$ cat config.mk
export PLATFORM = sky130hd
export DESIGN_NAME = fu_issue_arbiter
export DESIGN_NICKNAME = d
export VERILOG_FILES = /design/src/rtl/fu_issue_arbiter.sv
export SDC_FILE = /design/constraint.sdc
export NUM_CORES = 1
export LEC_CHECK = 0
export ABC_AREA = 1
export BUFFER_PORTS_ARGS = -buffer_cell sky130_fd_sc_hd__buf_4
export CAP_MARGIN = 0
export CORE_MARGIN = 2
export CORE_UTILIZATION = 48
export DETAILED_ROUTE_END_ITERATION = 8
export GPL_TIMING_DRIVEN = 1
export PLACE_DENSITY = 0.78
export SYNTH_ARGS = -nofsm -noshare
export SYNTH_HDL_FRONTEND = slang
export SYNTH_SLANG_ARGS = --single-unit
$ cat constraint.sdc
create_clock -name clk -period 3.9 [get_ports clk]
set_input_delay 0.585 -clock clk [delete_from_list [all_inputs] [get_ports clk]]
set_output_delay 0.585 -clock clk [all_outputs]
set_load 0.01 [all_outputs]
$ cat src/rtl/fu_issue_arbiter.sv
// fu_issue_arbiter
//
// Round-robin issue arbiter that shares one non-pipelined functional unit
// (for example a divider) among N_REQ reservation-station requesters.
// At most one requester is granted per cycle. After a grant, the FU stays
// occupied for the granted request's latency, and no further grant is
// issued until it is free again.
//
// Handshake: req[i] is a valid-style request that the requester holds
// until it sees gnt[i]. gnt[i] is the ready/accept for that cycle. A
// transfer happens on a rising edge where req[i] and gnt[i] are both high.
// A requester may drop req at any time while not granted.
//
// Ports:
//   clk        system clock, rising-edge state updates
//   rst_n      asynchronous active-low reset
//   req        request vector, bit i = requester i ready to issue
//   req_lat    occupancy cycles of requester i at [i*LAT_W +: LAT_W]
//   flush      synchronous pipeline flush, cancels occupancy, blocks grant
//   gnt        one-hot grant, combinational
//   gnt_valid  OR of gnt
//   gnt_idx    index of the granted requester, 0 when no grant
//   busy       FU occupied (busy_cnt != 0), no grant this cycle
//   busy_cnt   remaining blocked cycles (registered); also the FSM state:
//              zero means FREE, nonzero means BUSY
module fu_issue_arbiter #(
    parameter int N_REQ = 4,
    parameter int LAT_W = 3
) (
    input  logic                     clk,
    input  logic                     rst_n,
    input  logic [N_REQ-1:0]         req,
    input  logic [N_REQ*LAT_W-1:0]   req_lat,
    input  logic                     flush,
    output logic [N_REQ-1:0]         gnt,
    output logic                     gnt_valid,
    output logic [$clog2(N_REQ)-1:0] gnt_idx,
    output logic                     busy,
    output logic [LAT_W-1:0]         busy_cnt
);

    localparam int IDX_W = $clog2(N_REQ);

    logic [IDX_W-1:0] ptr_q, ptr_d;
    logic [LAT_W-1:0] busy_cnt_q, busy_cnt_d;

    logic [N_REQ-1:0] rot_req;
    logic [IDX_W-1:0] sel_off;
    logic             sel_found;
    logic             can_grant;
    logic [LAT_W-1:0] lat_sel;
    logic [LAT_W-1:0] lat_eff;

    // Rotate the request vector so that bit 0 is the requester at ptr. The
    // lowest set bit of the rotated vector is then the first requester at
    // or after ptr. Index arithmetic wraps naturally because N_REQ is a
    // power of two.
    always_comb begin
        rot_req = '0;
        for (int j = 0; j < N_REQ; j++) begin
            rot_req[j] = req[ptr_q + IDX_W'(j)];
        end
    end

    always_comb begin
        sel_found = 1'b0;
        sel_off   = '0;
        for (int j = 0; j < N_REQ; j++) begin
            if (!sel_found && rot_req[j]) begin
                sel_found = 1'b1;
                sel_off   = IDX_W'(j);
            end
        end
    end

    // Reset is included here so that outputs are quiet while reset is held,
    // even though the registered state is already cleared.
    always_comb begin
        can_grant = rst_n && !flush && (busy_cnt_q == '0);
        gnt_valid = can_grant && sel_found;
        gnt_idx   = gnt_valid ? (ptr_q + sel_off) : '0;
        gnt       = gnt_valid ? (N_REQ'(1) << gnt_idx) : '0;
    end

    // A latency of 0 is treated as 1, so the unit still takes the edge.
    always_comb begin
        lat_sel = '0;
        for (int i = 0; i < N_REQ; i++) begin
            if (IDX_W'(i) == gnt_idx) begin
                lat_sel = req_lat[i*LAT_W +: LAT_W];
            end
        end
        lat_eff = (lat_sel == '0) ? LAT_W'(1) : lat_sel;
    end

    // Next state: flush dominates, then BUSY countdown, then a new grant.
    always_comb begin
        ptr_d      = ptr_q;
        busy_cnt_d = busy_cnt_q;
        if (flush) begin
            busy_cnt_d = '0;
        end else if (busy_cnt_q != '0) begin
            busy_cnt_d = busy_cnt_q - LAT_W'(1);
        end else if (gnt_valid) begin
            busy_cnt_d = lat_eff - LAT_W'(1);
            ptr_d      = gnt_idx + IDX_W'(1);
        end
    end

    always_ff @(posedge clk or negedge rst_n) begin
        if (!rst_n) begin
            ptr_q      <= '0;
            busy_cnt_q <= '0;
        end else begin
            ptr_q      <= ptr_d;
            busy_cnt_q <= busy_cnt_d;
        end
    end

    assign busy     = (busy_cnt_q != '0);
    assign busy_cnt = busy_cnt_q;

endmodule

======== Word level (Yosys, flattened, before mapping) ========
Cells that the tools add are included.
storage, ports and cells
  bits in registers ....................... 5
  latch bits .............................. 0
  RAM bits ................................ 0
  memory bits (read-only) ................. 0
  input bits .............................. 19
  output and inout port bits .............. 11
  word-level logic and storage cells ...... 60
  memories kept ........................... 0
operators by class
  $add $sub $neg .......................... 7
  multipliers ............................. 0
  divide/modulo/power cells ............... 0
  order comparisons ....................... 4
  eq/ne operators ......................... 3
  shifts and indexed selects .............. 1
  muxes and demuxes ....................... 25
  bitwise gates (word level) .............. 2
  reduce and logical (&&, ||, !) cells .... 16
operator list
  kind                                                count
  two-way mux 3 bit                                   8
  < comparator 2 x 3 -> 1 bit, second input constant  4
  two-way mux 1 bit                                   9
  binary-select mux 1 bit (select 2 bit)              4
  logical AND 1 bit                                   6
  zero test 3 bit                                     2
  two-way mux 2 bit                                   3
  nonzero test 3 bit                                  2
  subtractor 3 x 1 -> 3 bit, second input constant    2
  adder 2 x 1 -> 2 bit, second input constant         2
  adder 2 bit, second input constant                  2
  == test 2 bit, first input constant                 2
  zero test 1 bit                                     4
  two-way mux 4 bit                                   1
  left shift 1 x 2 -> 4 bit, first input constant     1
  AND reduction 3 bit                                 1
  adder 2 bit                                         1
  == test 1 x 2 -> 1 bit, first input constant        1
  zero test 2 bit                                     1
  NOT 1 bit                                           2

======== Depth between registers and ports, before layout ========
  depth after elaboration ................. 25
  gate-level depth with buffers ........... 27
  gate-level depth less buffers ........... 26

======== Worst setup path after synthesis ========
OpenSTA, ideal clock, no wires.
  path type ............................... input-to-reg
  start ................................... in req[2]
  end ..................................... reg busy_cnt_q[1], in the netlist busy_cnt[1]
  setup time .............................. 71 ps
  data arrival time ....................... 3127 ps
  required time ........................... 3829 ps
  slack ................................... 702 ps
  cell stages on the path ................. 21
  buffers on the path ..................... 0
  cells stage by stage .................... nand2_1 -> nand2_2 -> nand2_2 -> nand2_2 -> a31oi_1 -> nor2_1 -> ha_1 -> xnor2_1 -> nand3_1 -> nand2_1 -> nand2_4 -> inv_2 -> ha_1 -> inv_1 -> or2_2 -> nand2_1 -> nand4_1 -> and2_1 -> ha_1 -> or2_2 -> nor2_1
between the ends
  cells in the longest elaborated chain, start to end .. 25
  elaborated cells between the ends (all ways) .. 39
  classes of those cells .................. add/sub (2); eq/ne (3); mux (24); reduce/logical (10)
RTL lines
  item                                     line  source
  start, declared                          32    input logic [N_REQ-1:0] req,
  binary-select mux 1 bit (select 2 bit)   61    rot_req[j] = req[ptr_q + IDX_W'(j)];
  two-way mux 1 bit (implied by the code)  61
  two-way mux 1 bit                        69    if (!sel_found && rot_req[j]) begin
  zero test 1 bit                          69
  logical AND 1 bit                        69
  two-way mux 1 bit                        69
  zero test 1 bit                          69
  logical AND 1 bit                        69
  [... 6 more ...]                         -
  via gnt_idx[1]                           37    output logic [$clog2(N_REQ)-1:0] gnt_idx,
  [... 1 more ...]                         -
  two-way mux 3 bit (3 in series)          89    if (IDX_W'(i) == gnt_idx) begin
  two-way mux 3 bit (*)                    89
  zero test 3 bit                          93    lat_eff = (lat_sel == '0) ? LAT_W'(1) : lat_sel;
  two-way mux 3 bit (*)                    93
  subtractor 3 x 1 -> 3 bit (*)            105   busy_cnt_d = lat_eff - LAT_W'(1);
  two-way mux 3 bit (*)                    104   end else if (gnt_valid) begin
  two-way mux 3 bit (*)                    102   end else if (busy_cnt_q != '0) begin
  two-way mux 3 bit (*)                    100   if (flush) begin
  end signal, assigned                     116   busy_cnt_q <= busy_cnt_d;
  end, declared                            45    logic [LAT_W-1:0] busy_cnt_q, busy_cnt_d;
Mark *: on every way through the listed nets, which the timed path passes. The rest lies on a longest branch. The select of a mux whose other input is x is not followed.
A chain may end at the register's enable or synchronous reset.

======== Worst setup path in the final report ========
  start ................................... reg ptr_q[0]
  end ..................................... reg busy_cnt_q[1], in the netlist busy_cnt[1]
between the ends
  cells in the longest elaborated chain, start to end .. 25
  elaborated cells between the ends (all ways) .. 42
  classes of those cells .................. add/sub (5); eq/ne (3); mux (24); reduce/logical (10)
RTL lines
  item                                                           line  source
  start, declared                                                44    logic [IDX_W-1:0] ptr_q, ptr_d;
  start signal, assigned                                         115   ptr_q <= ptr_d;
  branches (longest 25 deep; another with adder 2 x 1 -> 2 bit)  -
Parallel ways; which one is timed is not known. The select of a mux whose other input is x is not followed.

==> impl_metrics.json <==
{
  "first_global_vias": 815,
  "die-area_um2": 1990,
  "coreArea_um2": 1520,
  "totalWireLength_um": 1750,
  "p_per_area_nw_per_um2": 749,
  "start_util_pct": 52.1,
  "drt.antenna.violating_nets": 0,
  "die_w_um": 44.7,
  "ir_worst_vdd_v": 0.000423,
  "pwr-share-comb_pct": 76.7,
  "finalClockSkew_ns": 0.000411,
  "route.detailed.drc": 0,
  "synth_cell_types": 23,
  "clk_latency_ns": 0.23,
  "grtUsageTotal_pct": 20.4,
  "ys_seq_area_share_pct": 15.8,
  "cellLeakagePower_nw": 0.613,
  "ios": 30,
  "vias": 837,
  "ctsHoldBuffers": 0,
  "routedWlPerCell_um": 10.1,
  "pwr-share-clk_pct": 7.2,
  "finalSetupViolCount": 0,
  "fillCellCount": 155,
  "dr.pass1.iters": 4,
  "critical_path.max_fanout": 9,
  "hpwl_um": 1520,
  "vias_per_cell": 4.84,
  "grt_first_pass_wirelength_um": 3110,
  "worstPathRequired_ns": 4.06,
  "p_int_uw": 360,
  "fin_tns_setup_ns": 0,
  "fin_ws_ns": 0.422,
  "relSlewSlack_pct": 71.8,
  "antenna_found_initial": 0,
  "crit_slowest_cell": "dfrtp_1",
  "grt.overflow.total": 0,
  "h-tree-depth": 1,
  "diodes": 0,
  "synth-seq-cells": 5,
  "drive_gt1_share_pct": 39.5,
  "root_buffer": "clkbuf_4",
  "drv_cap": 0,
  "worst_pin_slew_ns": 0.423,
  "io_buffers": 29,
  "cpPeakStageDelay_ns": 0.59,
  "crit_path_end_kind": "flip-flop",
  "area_growth_pct": 30.4,
  "crit_chain": "inv_8 -> nand2_2 -> nand2_2 -> nand2_1 -> nand2_2 -> a31oi_1 -> nor2_1 -> ha_1 -> xnor2_1 -> nand3_1 -> nand2_1 -> nand2_4 -> inv_2 -> ha_1 -> inv_1 -> or2_2 -> nand2_1 -> nand4_1 -> and2_1 -> ha_1 -> or2_2 -> nor2_1",
  "fp-row-count": 14,
  "cts_max_path_buffers": 2,
  "post_cts_buffers": 0,
  "critPathArrivalTime_ns": 3.64,
  "min_path_type": "input pin to async pin",
  "netSwitchingPower_uw": 415,
  "cts_resized": 0,
  "dp_slack_ns": 0.373,
  "grt_max_degree": 10,
  "outcome": "finished, final reports clean",
  "syn_nets": 151,
  "drtIter0Drc": 27,
  "dieHeight_um": 44.7,
  "syn_area_um2": 793,
  "max_freq_mhz": 287,
  "clock-sinks": 5,
  "drv_slew": 0,
  "cts_tree": "done",
  "finalHoldViolations": 0,
  "rsz0062_at_grt": "false",
  "yosysWarnings": 0,
  "crit_path_start_kind": "flip-flop",
  "numCtsBuffers": 3,
  "nets": 183,
  "swShare_pct": 53.5,
  "period_minus_slack_ns": 3.48,
  "place.gp.congestion": 0.825,
  "critical_path_class": "flip-flop to flip-flop",
  "min_period_over_period_pct": 89.2,
  "cts.reportedPaths.clkPinSlew_ns": 0.04,
  "syn_area_per_cell_um2": 6.30,
  "synthCells": 126,
  "pwr-share-seq_pct": 16.1
}
[cell usage after synthesis, drive strengths merged]
| library cell | count | area (um^2) |
|---|---|---|
| nand3 | 13 | 65.1 |
| xnor2 | 1 | 8.76 |
| a21oi | 5 | 28.8 |
| buf | 2 | 22.5 |
| dfrtp | 5 | 125 |
| a31oi | 1 | 6.26 |
| nor2 | 15 | 71.3 |
| nand4 | 1 | 6.26 |
| nor3 | 1 | 16.3 |
| ha | 6 | 75.1 |
| and2 | 1 | 6.26 |
| or2 | 2 | 12.5 |
| nand2 | 51 | 251 |
| o21ai | 2 | 10.0 |
| inv | 20 | 87.6 |
[critical path, delay by kind of cell (launching register included)]
family | cells | cell delay [ns]
simple gates | 14 | 1.63
fa+ha+maj | 3 | 0.67
flops | 1 | 0.59
buf+inv | 3 | 0.22
xor+xnor | 1 | 0.17
compound gates | 1 | 0.13
[cell usage in the layout, fill, tap and decap left out, types with 4 or more instances in the layout]
cell type,Yosys,final
nand2_2,15,15
dfrtp_1,5,5
a21oi_1,4,4
nor2_1,13,13
ha_1,6,6
nand3_1,13,13
buf_4,0,29
nand2_1,33,33
inv_1,14,14
[routing by layer]
layer  track usage [%]  wire (um)
met1              25.5        768
met2              36.8        879
met3              1.63         97
met4              6.06          0
met5                 0          0
[cells by family (layout without fill, tap and decap cells)]
| family | Yosys count | in the layout | synth area share, % |
|---|---|---|---|
| compound gates | 8 | 8 | 5.68 |
| xor+xnor | 1 | 1 | 1.10 |
| fa+ha+maj | 6 | 6 | 9.46 |
| buf+inv | 22 | 53 | 13.9 |
| flops | 5 | 5 | 15.8 |
| simple gates | 84 | 84 | 54.1 |
[final cells by class]
class	instances	area, um^2	area share (%)
Multi-Input combinational cell	99	558	53.9
Tap cell	16	20.0	1.93
Clock buffer	4	26.3	2.54
Sequential cell	5	125	12.1
Timing Repair Buffer	29	218	21.0
Inverter	20	87.6	8.46
[per-stage QoR]
stage / hold slack [ns] / area (um^2) / cells / util (%) / power [mW]
floorplan: 0.289 / 793 / 126 / - / 0.599
global placement: 0.397 / 1010 / 169 / 66.2 / 0.707
detailed placement: 0.397 / 1010 / 169 / 66.2 / 0.721
CTS: 0.146 / 1030 / 173 / 67.9 / 0.780
global route: 0.146 / 1030 / 173 / 67.9 / 0.870
finish: 0.152 / 1030 / 173 / 67.9 / 0.775
[sequential cells by signal, indices dropped and copies added, names as in the netlist]
signal and count:
busy_cnt 3, ptr_q 2
[path summary, 6_finish.rpt]
path	startpoint	to	slack, ns	cells after the start
max in group asynchronous	rst_n	ptr_q[0]$_DFFE_PN0P_	3.63	1
worst max register to register	ptr_q[0]$_DFFE_PN0P_	busy_cnt[1]$_DFFE_PN0P_	0.42	22
worst min-delay path	rst_n	busy_cnt[1]$_DFFE_PN0P_	0.15	1
worst min register to register	busy_cnt[0]$_DFFE_PN0P_	busy_cnt[0]$_DFFE_PN0P_	0.68	3
min in group clk	flush	busy_cnt[1]$_DFFE_PN0P_	0.62	3
worst max-delay path	ptr_q[0]$_DFFE_PN0P_	busy_cnt[1]$_DFFE_PN0P_	0.42	22
[power by group through the flow]
| stage | clock network (mW) | registers (mW) | logic, mW |
|---|---|---|---|
| floorplan | 0 | 0.102 | 0.497 |
| global placement | 0 | 0.125 | 0.582 |
| detailed placement | 0 | 0.125 | 0.596 |
| CTS | 0.0590 | 0.124 | 0.598 |
| global route | 0.0627 | 0.128 | 0.679 |
| finish | 0.0561 | 0.125 | 0.594 |
Power figures use the tool's default switching activity.
